==> src/rtl/cop_host_if_if.sv <==
// rtl/cop_host_if_if.sv - host/coprocessor handshake and shared-bus arbitration signal bundle
interface cop_host_if_if #(
    parameter int IDX_W = 8
);
    logic             i_Cmd_Valid;
    logic [IDX_W-1:0] i_Cmd_Row;
    logic [IDX_W-1:0] i_Cmd_Col;
    logic [IDX_W-1:0] i_Cmd_Mu;
    logic             o_Cmd_Ready;
    logic [IDX_W-1:0] o_Row_Index;
    logic [IDX_W-1:0] o_Column_Index;
    logic [IDX_W-1:0] o_mu;
    logic             o_Indexes_Ready;
    logic             i_Indexes_Received;
    logic             i_Grant_Request;
    logic             o_Grant;
    logic             i_Host_Bus_Busy;
    logic             i_Result_Ready;
    logic             o_Done;
    logic             o_Error;
    logic [15:0]      o_Job_Count;

    // Host and coprocessor side: drives every i_* signal, observes every o_* signal.
    modport master (
        output i_Cmd_Valid, i_Cmd_Row, i_Cmd_Col, i_Cmd_Mu,
        output i_Indexes_Received, i_Grant_Request, i_Host_Bus_Busy, i_Result_Ready,
        input  o_Cmd_Ready, o_Row_Index, o_Column_Index, o_mu, o_Indexes_Ready,
        input  o_Grant, o_Done, o_Error, o_Job_Count
    );

    // Interface block side.
    modport slave (
        input  i_Cmd_Valid, i_Cmd_Row, i_Cmd_Col, i_Cmd_Mu,
        input  i_Indexes_Received, i_Grant_Request, i_Host_Bus_Busy, i_Result_Ready,
        output o_Cmd_Ready, o_Row_Index, o_Column_Index, o_mu, o_Indexes_Ready,
        output o_Grant, o_Done, o_Error, o_Job_Count
    );
endinterface

==> src/rtl/cop_host_if.sv <==
// rtl/cop_host_if.sv - host-to-coprocessor job dispatcher with timeout abort and shared-bus grant
module cop_host_if #(
    parameter int TIMEOUT = 255,
    parameter int IDX_W   = 8
) (
    input  logic          i_Clock,
    input  logic          i_Reset,
    cop_host_if_if.slave  host
);
    localparam int CNT_W = $clog2(TIMEOUT + 1);
    // Last cycle a SEND or WAIT_RES visit may last; an acknowledge here still wins.
    localparam logic [CNT_W-1:0] CNT_LAST = CNT_W'(TIMEOUT - 1);

    typedef enum logic [2:0] {
        S_IDLE,
        S_SEND,
        S_WAIT_RES,
        S_DONE,
        S_ERR
    } state_t;

    state_t           state_q, state_d;
    logic [CNT_W-1:0] cnt_q, cnt_d;
    logic             grant_q, grant_d;
    logic [15:0]      job_count_q, job_count_d;
    logic [IDX_W-1:0] row_q, row_d;
    logic [IDX_W-1:0] col_q, col_d;
    logic [IDX_W-1:0] mu_q, mu_d;

    logic in_job;
    logic expired;

    assign in_job  = (state_q == S_SEND) || (state_q == S_WAIT_RES);
    assign expired = (cnt_q == CNT_LAST);

    // Next-state, job latch, timeout counter and grant decisions.
    always_comb begin
        state_d     = state_q;
        cnt_d       = '0;
        grant_d     = 1'b0;
        job_count_d = job_count_q;
        row_d       = row_q;
        col_d       = col_q;
        mu_d        = mu_q;

        case (state_q)
            S_IDLE: begin
                if (host.i_Cmd_Valid) begin
                    row_d   = host.i_Cmd_Row;
                    col_d   = host.i_Cmd_Col;
                    mu_d    = host.i_Cmd_Mu;
                    state_d = S_SEND;
                end
            end
            S_SEND: begin
                if (host.i_Indexes_Received) begin
                    state_d = S_WAIT_RES;
                end else if (expired) begin
                    state_d = S_ERR;
                end
            end
            S_WAIT_RES: begin
                if (host.i_Result_Ready) begin
                    state_d     = S_DONE;
                    job_count_d = job_count_q + 16'd1;
                end else if (expired) begin
                    state_d = S_ERR;
                end
            end
            S_DONE:  state_d = S_IDLE;
            S_ERR:   state_d = S_IDLE;
            default: state_d = S_IDLE;
        endcase

        // The counter restarts from zero on every state change.
        if (in_job && (state_d == state_q)) begin
            cnt_d = cnt_q + CNT_W'(1);
        end

        // Once granted, the CU keeps the bus until it withdraws its request,
        // even if the host becomes busy; no grant outside an active job.
        if (in_job) begin
            grant_d = grant_q ? host.i_Grant_Request
                              : (host.i_Grant_Request && !host.i_Host_Bus_Busy);
        end
    end

    // State and datapath registers with synchronous active-low reset.
    always_ff @(posedge i_Clock) begin
        if (!i_Reset) begin
            state_q     <= S_IDLE;
            cnt_q       <= '0;
            grant_q     <= 1'b0;
            job_count_q <= 16'd0;
            row_q       <= '0;
            col_q       <= '0;
            mu_q        <= '0;
        end else begin
            state_q     <= state_d;
            cnt_q       <= cnt_d;
            grant_q     <= grant_d;
            job_count_q <= job_count_d;
            row_q       <= row_d;
            col_q       <= col_d;
            mu_q        <= mu_d;
        end
    end

    assign host.o_Cmd_Ready     = (state_q == S_IDLE);
    assign host.o_Indexes_Ready = (state_q == S_SEND);
    assign host.o_Done          = (state_q == S_DONE);
    assign host.o_Error         = (state_q == S_ERR);
    assign host.o_Grant         = grant_q;
    assign host.o_Job_Count     = job_count_q;
    assign host.o_Row_Index     = row_q;
    assign host.o_Column_Index  = col_q;
    assign host.o_mu            = mu_q;
endmodule
==> src/flat_wrapper.sv <==
// flat-port wrapper written by rule: the top's interface ports become plain ports
module cop_host_if_flat 
#(
    parameter int TIMEOUT = 255,
    parameter int IDX_W   = 8
)
  (i_Clock, i_Reset, host_i_Cmd_Valid, host_i_Cmd_Row, host_i_Cmd_Col, host_i_Cmd_Mu, host_i_Indexes_Received, host_i_Grant_Request, host_i_Host_Bus_Busy, host_i_Result_Ready, host_o_Cmd_Ready, host_o_Row_Index, host_o_Column_Index, host_o_mu, host_o_Indexes_Ready, host_o_Grant, host_o_Done, host_o_Error, host_o_Job_Count);
  cop_host_if_if #(.IDX_W(IDX_W)) host_i ();
  input  logic i_Clock;
  input  logic i_Reset;
  input wire logic [$bits(host_i.i_Cmd_Valid)-1:0] host_i_Cmd_Valid;
  input wire logic [$bits(host_i.i_Cmd_Row)-1:0] host_i_Cmd_Row;
  input wire logic [$bits(host_i.i_Cmd_Col)-1:0] host_i_Cmd_Col;
  input wire logic [$bits(host_i.i_Cmd_Mu)-1:0] host_i_Cmd_Mu;
  input wire logic [$bits(host_i.i_Indexes_Received)-1:0] host_i_Indexes_Received;
  input wire logic [$bits(host_i.i_Grant_Request)-1:0] host_i_Grant_Request;
  input wire logic [$bits(host_i.i_Host_Bus_Busy)-1:0] host_i_Host_Bus_Busy;
  input wire logic [$bits(host_i.i_Result_Ready)-1:0] host_i_Result_Ready;
  output wire logic [$bits(host_i.o_Cmd_Ready)-1:0] host_o_Cmd_Ready;
  output wire logic [$bits(host_i.o_Row_Index)-1:0] host_o_Row_Index;
  output wire logic [$bits(host_i.o_Column_Index)-1:0] host_o_Column_Index;
  output wire logic [$bits(host_i.o_mu)-1:0] host_o_mu;
  output wire logic [$bits(host_i.o_Indexes_Ready)-1:0] host_o_Indexes_Ready;
  output wire logic [$bits(host_i.o_Grant)-1:0] host_o_Grant;
  output wire logic [$bits(host_i.o_Done)-1:0] host_o_Done;
  output wire logic [$bits(host_i.o_Error)-1:0] host_o_Error;
  output wire logic [$bits(host_i.o_Job_Count)-1:0] host_o_Job_Count;
  assign host_i.i_Cmd_Valid = host_i_Cmd_Valid;
  assign host_i.i_Cmd_Row = host_i_Cmd_Row;
  assign host_i.i_Cmd_Col = host_i_Cmd_Col;
  assign host_i.i_Cmd_Mu = host_i_Cmd_Mu;
  assign host_i.i_Indexes_Received = host_i_Indexes_Received;
  assign host_i.i_Grant_Request = host_i_Grant_Request;
  assign host_i.i_Host_Bus_Busy = host_i_Host_Bus_Busy;
  assign host_i.i_Result_Ready = host_i_Result_Ready;
  assign host_o_Cmd_Ready = host_i.o_Cmd_Ready;
  assign host_o_Row_Index = host_i.o_Row_Index;
  assign host_o_Column_Index = host_i.o_Column_Index;
  assign host_o_mu = host_i.o_mu;
  assign host_o_Indexes_Ready = host_i.o_Indexes_Ready;
  assign host_o_Grant = host_i.o_Grant;
  assign host_o_Done = host_i.o_Done;
  assign host_o_Error = host_i.o_Error;
  assign host_o_Job_Count = host_i.o_Job_Count;
  cop_host_if #(.TIMEOUT(TIMEOUT), .IDX_W(IDX_W)) u_core (.i_Clock(i_Clock), .i_Reset(i_Reset), .host(host_i));
endmodule
==> config.mk <==
export PLATFORM = sky130hd
export DESIGN_NAME = cop_host_if_flat
export DESIGN_NICKNAME = d
export VERILOG_FILES = /design/src/rtl/cop_host_if_if.sv /design/src/rtl/cop_host_if.sv /design/src/flat_wrapper.sv
export SDC_FILE = /design/constraint.sdc
export NUM_CORES = 1
export LEC_CHECK = 0
export ABC_AREA = 0
export CAP_MARGIN = 20
export CORE_MARGIN = 3
export CORE_UTILIZATION = 49
export CTS_BUF_LIST = sky130_fd_sc_hd__clkbuf_2 sky130_fd_sc_hd__clkbuf_4 sky130_fd_sc_hd__clkbuf_8
export DETAILED_ROUTE_END_ITERATION = 10
export MAX_ROUTING_LAYER = met4
export PLACE_DENSITY = 0.87
export SLEW_MARGIN = 30
export SYNTH_ARGS = -nofsm -noshare
export SYNTH_HDL_FRONTEND = slang
export SYNTH_SLANG_ARGS = --single-unit
==> constraint.sdc <==
create_clock -name i_Clock -period 4.8 [get_ports i_Clock]
set_input_delay 0.96 -clock i_Clock [delete_from_list [all_inputs] [get_ports i_Clock]]
set_output_delay 0.96 -clock i_Clock [all_outputs]
set_load 0.01 [all_outputs]
==> flow_metrics.tcl <==
set metrics [dict create \
    relSlewSlack_pct 43.8 \
    synth-seq-area-share_pct 49.3 \
    power.total_uw 839 \
    grt_use_met2_pct 32.6 \
    hold_viol_final 0 \
    finalSetupViolations 0 \
    cp_slowest_cell "clkdlybuf4s50_1" \
    status "complete, no violations" \
    synth_cell_types 36 \
    syn-instance-count 251 \
    cp-start-kind "register" \
    use_met1_pct 22.4 \
    ys.flop_type "dfxtp_1" \
    period_minus_slack_ps 2650 \
    synth_area_um2 2110 \
    cp_num_buf_inv 1 \
    syn_nets 285 \
    vias_per_cell 5.18 \
    avgRoutedWirePerCell_um 12.7 \
    worstHoldPathType "register to register" \
    cts_resized 0 \
    skew_ps 7.48 \
    core_um2 4090 \
    rsz0062_at_grt "no" \
    n_fill_cell 330 \
    die_y_um 71.7 \
    end_kind "primary output" \
    drc 0 \
    synth_common_cells "57 x nand2_1, 52 x dfxtp_1, 29 x a21oi_1" \
    gp_congestion 0.817 \
    yosys.area.top_type "dfxtp_1" \
    finalNetCount 358 \
    clock_latency_ps 310 \
    cts_buffers 5 \
    root_buffer "clkbuf_8" \
    grt_first_pass_wirelength_mm 7.85 \
    cts_sinks 52 \
    path_class "register to primary output" \
    finalCritPeriodShare_pct 55.3 \
    dieArea_um2 5130 \
    cts.clk_slew.worst_paths_ps 90 \
    io_pins 76 \
    critPathRequiredTime_ps 3840 \
    firstDrtPassIters 4 \
    postSynth.asyncResetShare_pct 0 \
    dr.first_iter.drc_count 144 \
    h-tree-depth 2 \
    drv_slew 0 \
    overflow 0 \
    crit_chain "nor2b_1, and2_1, clkdlybuf4s50_1" \
    gr-usage-all-layers_pct 19.7 \
    critical_path.max_stage_delay_ps 530 \
    tns_ps 0 \
    cts_tree "built" \
    via_count 1943 \
    tightest_slew_ps 842 \
    critPathTopFamily "buffers and inverters" \
    yosysWarnings 0 \
    port_buffers 75 \
    critPathArrivalTime_ps 1690 \
    clock.fmax_mhz 377 \
    ant_nets 0 \
    start_util_pct 51.7 \
    grt_util_met3_pct 7.15 \
    synth_top_cells_by_area "dfxtp_1 49%, nand2_1 10%, a21oi_1 6.9%" \
    synth.avg_cell_area_um2 8.41 \
    grt_max_degree 26 \
    holdBufCountCts 0 \
    die_x_um 71.7 \
    synth_top_area_share_pct 49.3 \
    synth_edf_count 0 \
    n_antenna_cell 0 \
    max-cap-violations 0 \
    area_delta_synth_final_pct 41.6 \
    grt_busiest_layer "met2" \
    synth.most_common_cell "nand2_1" \
    antenna_found_initial 0 \
    first_global_vias 1764 \
    dp_hpwl_mm 3.44 \
    ys_ff_latch 52 \
    num_rows 23 \
    drt-total-wl_mm 4.77 \
    cts_buffer_depth 2 \
    cts_setup_buffers 0 \
    power_density_nw_per_um2 281 \
    max-vdd-ir-drop_v 0.000224 \
    path_max_fanout 7 \
    cellLeakagePower_uw 0.00111 \
    drive_above_1_share_pct 3.38 \
]
[registers in the layout, indices dropped and copies added (netlist names)]
signal                      flops
u_core.host.o_Job_Count        16
u_core.cnt_q                    8
u_core.host.o_Column_Index      8
u_core.host.o_Row_Index         8
u_core.host.o_mu                8
u_core.state_q                  3
u_core.host.o_Grant             1
[routing by layer]
| layer | wire length (µm) | vias to the layer above |
|---|---|---|
| met1 | 2100 | 897 |
| met5 | 0 | - |
| met2 | 2220 | 53 |
| met3 | 389 | 7 |
| met4 | 55 | 0 |
| li1 | - | 986 |
[path summary, 6_finish.rpt]
check                                                  end                  startpoint  cells after the start  slack, ps
worst max-delay path                           host_o_Done           u_core.state_q[1]                      3       2150
worst min-delay path            u_core.host.o_Row_Index[3]  u_core.host.o_Row_Index[3]                      2        450
worst max register to register         u_core.host.o_mu[5]           u_core.state_q[2]                      4       2980
worst min register to register  u_core.host.o_Row_Index[3]  u_core.host.o_Row_Index[3]                      2        450
[stage by stage]
step                hold slack (ps)  instance area, µm²  utilization [%]  setup WS [ps]  cells
floorplan                       453                2110                -           2810    251
global placement                441                2890             70.8           2120    367
detailed placement              447                2890             70.8           2070    367
CTS                             458                2990             73.2           2140    375
global route                    474                2990             73.2           2020    375
finish                          454                2990             73.2           2150    375
[worst min-delay path: cells and delay by family (launching register included)]
| kind | cells | cell delay, ps |
|---|---|---|
| AOI/OAI and AO/OA | 1 | 50 |
| and+or+nand+nor | 1 | 50 |
| DFF | 1 | 320 |
[power breakdown]
group	total [µW]	leakage, µW	switching (µW)	internal, µW
clock network	262	0.0000479	139	123
registers	458	0.000423	10.7	448
logic	118	0.000643	54.2	64.3
[logic make-up after synthesis]
logic type	after synthesis	share of synthesized area, %
buf+inv	17	3.14
mux	4	1.90
fa+ha+maj	3	1.78
xor+xnor	15	6.22
compound gates	38	9.89
flops	52	49.3
simple gates	122	27.8
[placed cells by master (no fill, tap or decap), drive strengths merged, types with 2 or more instances in the layout]
cell and count:
a21oi 29, inv 7, and3 3, nor3b 2, nand3 9, o31ai 2
o211ai 2, or4 2, nor2 22, and2 2, nand4 7, mux2i 4
xnor2 6, ha 3, clkbuf 7, dfxtp 52, nand2 57, nand2b 4
and4 2, a211oi 2, nor3 3, xor2 9, clkdlybuf4s50 75
[area by class of cell]
cell class	count	area [µm²]	area share, %
clock inverters	1	7.51	0.251
inverters	7	26.3	0.879
flip-flops and latches	52	1040	34.8
multi-input cells	182	1000	33.6
well taps	50	62.6	2.09
clock buffers	7	90.1	3.01
repair buffers	76	758	25.4
No activity file was read; power rests on OpenSTA's default activity.
